$ cat config.mk
export PLATFORM = sky130hd
export DESIGN_NAME = aes_round_ctrl
export DESIGN_NICKNAME = d
export VERILOG_FILES = /design/src/rtl/aes_round_ctrl.sv
export SDC_FILE = /design/constraint.sdc
export NUM_CORES = 1
export LEC_CHECK = 0
export ABC_AREA = 0
export CAP_MARGIN = 20
export CORE_AREA = 4 4 41 43
export CTS_BUF_LIST = sky130_fd_sc_hd__clkbuf_16
export DETAILED_ROUTE_END_ITERATION = 12
export DIE_AREA = 0 0 45 47
export PLACE_DENSITY = 0.68
export SLEW_MARGIN = 0
export SYNTH_ARGS = -nofsm -noshare
export SYNTH_HDL_FRONTEND = slang
export SYNTH_SLANG_ARGS = --single-unit
$ cat constraint.sdc
create_clock -name clk -period 2.1 [get_ports clk]
set_clock_uncertainty 0.15 [all_clocks]
set_input_delay 0.42 -clock clk [delete_from_list [all_inputs] [get_ports clk]]
set_output_delay 0.42 -clock clk [all_outputs]
set_load 0.02 [all_outputs]
$ cat src/rtl/aes_round_ctrl.sv
// Round-sequencing controller for the AES core: drives the external round counter and turns its
// count into per-round datapath enables, the round index and the final-round flag.
module aes_round_ctrl #(
  parameter int NR = 10
) (
  input  logic       clk,
  input  logic       rst,
  input  logic       in_valid,
  output logic       in_ready,
  input  logic       flush,
  input  logic [3:0] count,
  output logic       cnt_rst_n,
  output logic       cnt_start,
  output logic       cnt_stop,
  output logic       ld_state,
  output logic       round_en,
  output logic [3:0] round_idx,
  output logic       final_round,
  output logic       out_valid,
  input  logic       out_ready,
  output logic       busy,
  output logic       err
);

  typedef enum logic [1:0] {IDLE = 2'd0, RUN = 2'd1, DONE = 2'd2} state_t;

  localparam logic [3:0] NR4  = 4'(NR);
  localparam logic [3:0] LAST = 4'(NR - 1);

  state_t state, state_nxt;
  logic   desync;

  // the counter must never reach NR while rounds are still being issued
  assign desync = (state == RUN) && (count >= NR4);

  always_ff @(posedge clk or posedge rst) begin
    if (rst) state <= IDLE;
    else     state <= state_nxt;
  end

  always_ff @(posedge clk or posedge rst) begin
    if (rst)                  err <= 1'b0;
    else if (desync && !flush) err <= 1'b1;
  end

  always_comb begin
    state_nxt = state;
    if (flush) state_nxt = IDLE;
    else begin
      case (state)
        IDLE:    if (in_valid) state_nxt = RUN;
        RUN:     if (desync) state_nxt = IDLE;
                 else if (count == LAST) state_nxt = DONE;
        DONE:    if (out_ready) state_nxt = IDLE;
        default: state_nxt = IDLE;
      endcase
    end
  end

  always_comb begin
    in_ready    = 1'b0;
    cnt_rst_n   = 1'b1;
    cnt_start   = 1'b0;
    cnt_stop    = 1'b0;
    ld_state    = 1'b0;
    round_en    = 1'b0;
    round_idx   = 4'd0;
    final_round = 1'b0;
    out_valid   = 1'b0;
    busy        = 1'b0;
    if (rst) begin
      cnt_rst_n = 1'b0;
      cnt_stop  = 1'b1;
    end else if (flush) begin
      cnt_rst_n = 1'b0;
      cnt_stop  = 1'b1;
      busy      = (state != IDLE);
    end else begin
      case (state)
        IDLE: begin
          in_ready  = 1'b1;
          cnt_rst_n = in_valid;
          ld_state  = in_valid;
          cnt_start = in_valid;
        end
        RUN: begin
          busy      = 1'b1;
          round_idx = count + 4'd1;
          if (desync) cnt_stop = 1'b1;
          else begin
            round_en = 1'b1;
            if (count == LAST) begin
              final_round = 1'b1;
              cnt_stop    = 1'b1;
            end
          end
        end
        DONE: begin
          busy      = 1'b1;
          out_valid = 1'b1;
          // clear on the way out so a back-to-back accept starts from round 1
          cnt_rst_n = ~out_ready;
        end
        default: ;
      endcase
    end
  end

endmodule

==> impl_metrics.toml <==
[status]
outcome = "complete, but fails checks"
violations = "negative setup slack"

[sta]
hold_viol_final = 0
worst_slack_ns = -0.1699
fin_hold_ws_ns = 0.2120
slew_viol_final = 0
slew_headroom = 0.7618
rsz0062_at_grt = "true"
finalSetupViolations = 7
tightest_slew_ns = 0.3566
finalCritPeriodShare = 1.081
fmax_ghz = 0.4406
finalCriticalPeriod_ns = 2.270

[grt]
overflow = 0
grt_pass1_vias = 587
grt_max_degree = 9
track_usage = 0.1631
antenna_found_initial = 0
grt_pass1_wl_microns = 2518

[clocking]
clk_pin_slew_worst_paths_ns = 0.03
cts_root_buf = "clkbuf_16"
cts_tree = "yes"
h-tree-depth = 1
numCtsBuffers = 3
clockBufferDepth = 2
clock_latency_ns = 0.22
cts.sinks = 3
ctsHoldBuffers = 0

[floorplanning]
io_pins = 23
die_area_sq_um = 2115
die_w_microns = 45
die_h_microns = 47
start_util = 0.3288
rows = 13
coreArea_sq_um = 1301

[synth]
ys_seq_elements = 3
seq_area_frac_synth = 0.1754
muxShareOfSynthArea = 0.02339
synthCells = 53
synth_cell_types = 27
synthesis.area_sq_um = 427.9
synth_edf_count = 0
dominantRegCellSynth = "dfrtp_1"
synth-compound-area-share = 0.1520
synth_fa_ha_area_frac = 0.2047
synthArstFlopShare = 1.000
synth_simple_gate_area_share = 0.3333
synth_xor_area_frac = 0.04094
synth_top_family_by_area = "simple AND/OR/NAND/NOR gates"
synth_nets = 69
yosys_warnings = 0
synth.avg_cell_area_sq_um = 8.074

[power]
irDropWorstVdd_v = 0.0007152
p_leak_nw = 0.4586
finalPower_uw = 660.5
power_density_nw_per_um2 = 669.9

[cells_and_area]
layout-drive-gt1-share = 0.5773
finalNetCount = 114
final_cell_mix = "buf_4 (24), nor2_1 (5), ha_4 (5), clkbuf_2 (5)"
fin_util = 0.7577
seqCellArea_sq_um = 75.07
final_common_cell = "buf_4"
multiInputGateArea_sq_um = 460.4
fillerInstances = 73
fin_area_sq_um = 985.9
antenna_cells = 0
fin_cells = 112
syn2layout_area_growth_pct = 130.4

[critical_path]
crit_type = "reg2out"
r2r-start = "state[1]$_DFFE_PP0P_"
cp_max_fo = 2
worstSetupStartpoint = "state[1]$_DFFE_PP0P_"
crit_path_start_kind = "flip-flop"
crit_arrival_ns = 1.70
worstPathRequired_ns = 1.53
critPathCaptureType = "primary output"

[routing]
first_pass_iters = 4
routedWlPerCell_microns = 14.04
drt_iter0_markers = 9
wl_microns = 1573
drtAntennaViolNets = 0
via_count = 554
viasPerCell = 4.946
drc = 0

[placement]
postPlaceCellArea_sq_um = 817.0
portBuffers = 22
place_hpwl_microns = 990.4
place.detailed.instances = 105
gp_congestion = 0.7121

[min_path]
hp-class = "in2async"

[flow_run]
drv_cap = 0
metrics by stage:
stage / TNS, ns / setup slack [ns]
finish: -0.7851 / -0.1699
global route: -1.158 / -0.2304
CTS: -0.5719 / -0.1468
detailed placement: -7.688 / -0.8505
global placement: -7.443 / -0.8303
floorplan: 0 / 0.007489
final timing paths:
path	end	slack (ns)	cells past startpoint
min in group clk	err$_DFFE_PP0P_	0.33	1
min reg2reg	err$_DFFE_PP0P_	0.33	1
min	state[0]$_DFFE_PP0P_	0.21	3
max	final_round	-0.17	6
max reg2reg	state[1]$_DFFE_PP0P_	0.08	7
max in group asynchronous	state[1]$_DFFE_PP0P_	1.45	3
per-layer routing:
metal	global-route usage	part of all wire
met4	0.03509	0
met3	0.03065	0.062
met5	0	0
met1	0.1739	0.39
met2	0.3277	0.55
Yosys cell counts, types with 2 or more instances:
library cell / count / area share
inv_1: 5 / 0.044
nand2b_1: 3 / 0.044
nor2b_1: 2 / 0.029
ha_1: 7 / 0.20
dfrtp_1: 3 / 0.18
nand2_1: 2 / 0.018
and2_1: 2 / 0.029
a211oi_1: 4 / 0.070
nor2_1: 7 / 0.061
report_power, final:
part           internal [mW]  leakage, nW  switching, mW
clock network          0.245       0.0423         0.0488
registers             0.0689       0.0360        0.00862
logic                  0.143        0.380          0.146
total                  0.457        0.459          0.204
final cells by class:
type | count | share of cell area
multi-input combinational | 43 | 0.4670
timing repair buffer | 42 | 0.3338
sequential | 3 | 0.07614
clock buffer | 3 | 0.07614
inverter | 5 | 0.02411
tap | 15 | 0.01904
clock inverter | 1 | 0.003807
flip-flops by register name, indices dropped and copies added, names as in the netlist:
register	cells
state	2
err	1
worst max-delay path, stage by stage, from the launching register on:
cell,delay [ns]
dfrtp_1,0.40
inv_2,0.09
ha_4,0.12
or3b_4,0.40
nor2b_4,0.12
nor3b_4,0.20
buf_6,0.14
timing repair:
item                       CTS  global route
gates resized for setup     72            16
setup endpoints to repair   15            14
buffers inserted             2             2
pin swaps                    6             4
logic make-up (layout without fill, tap and decap cells):
logic type | count (synthesis) | in the layout
fa+ha+maj | 7 | 7
buf+inv | 7 | 51
flops | 3 | 3
compound gates | 8 | 8
xor+xnor | 2 | 2
simple gates | 25 | 25
mux | 1 | 1
Power figures use the tool's default switching activity.
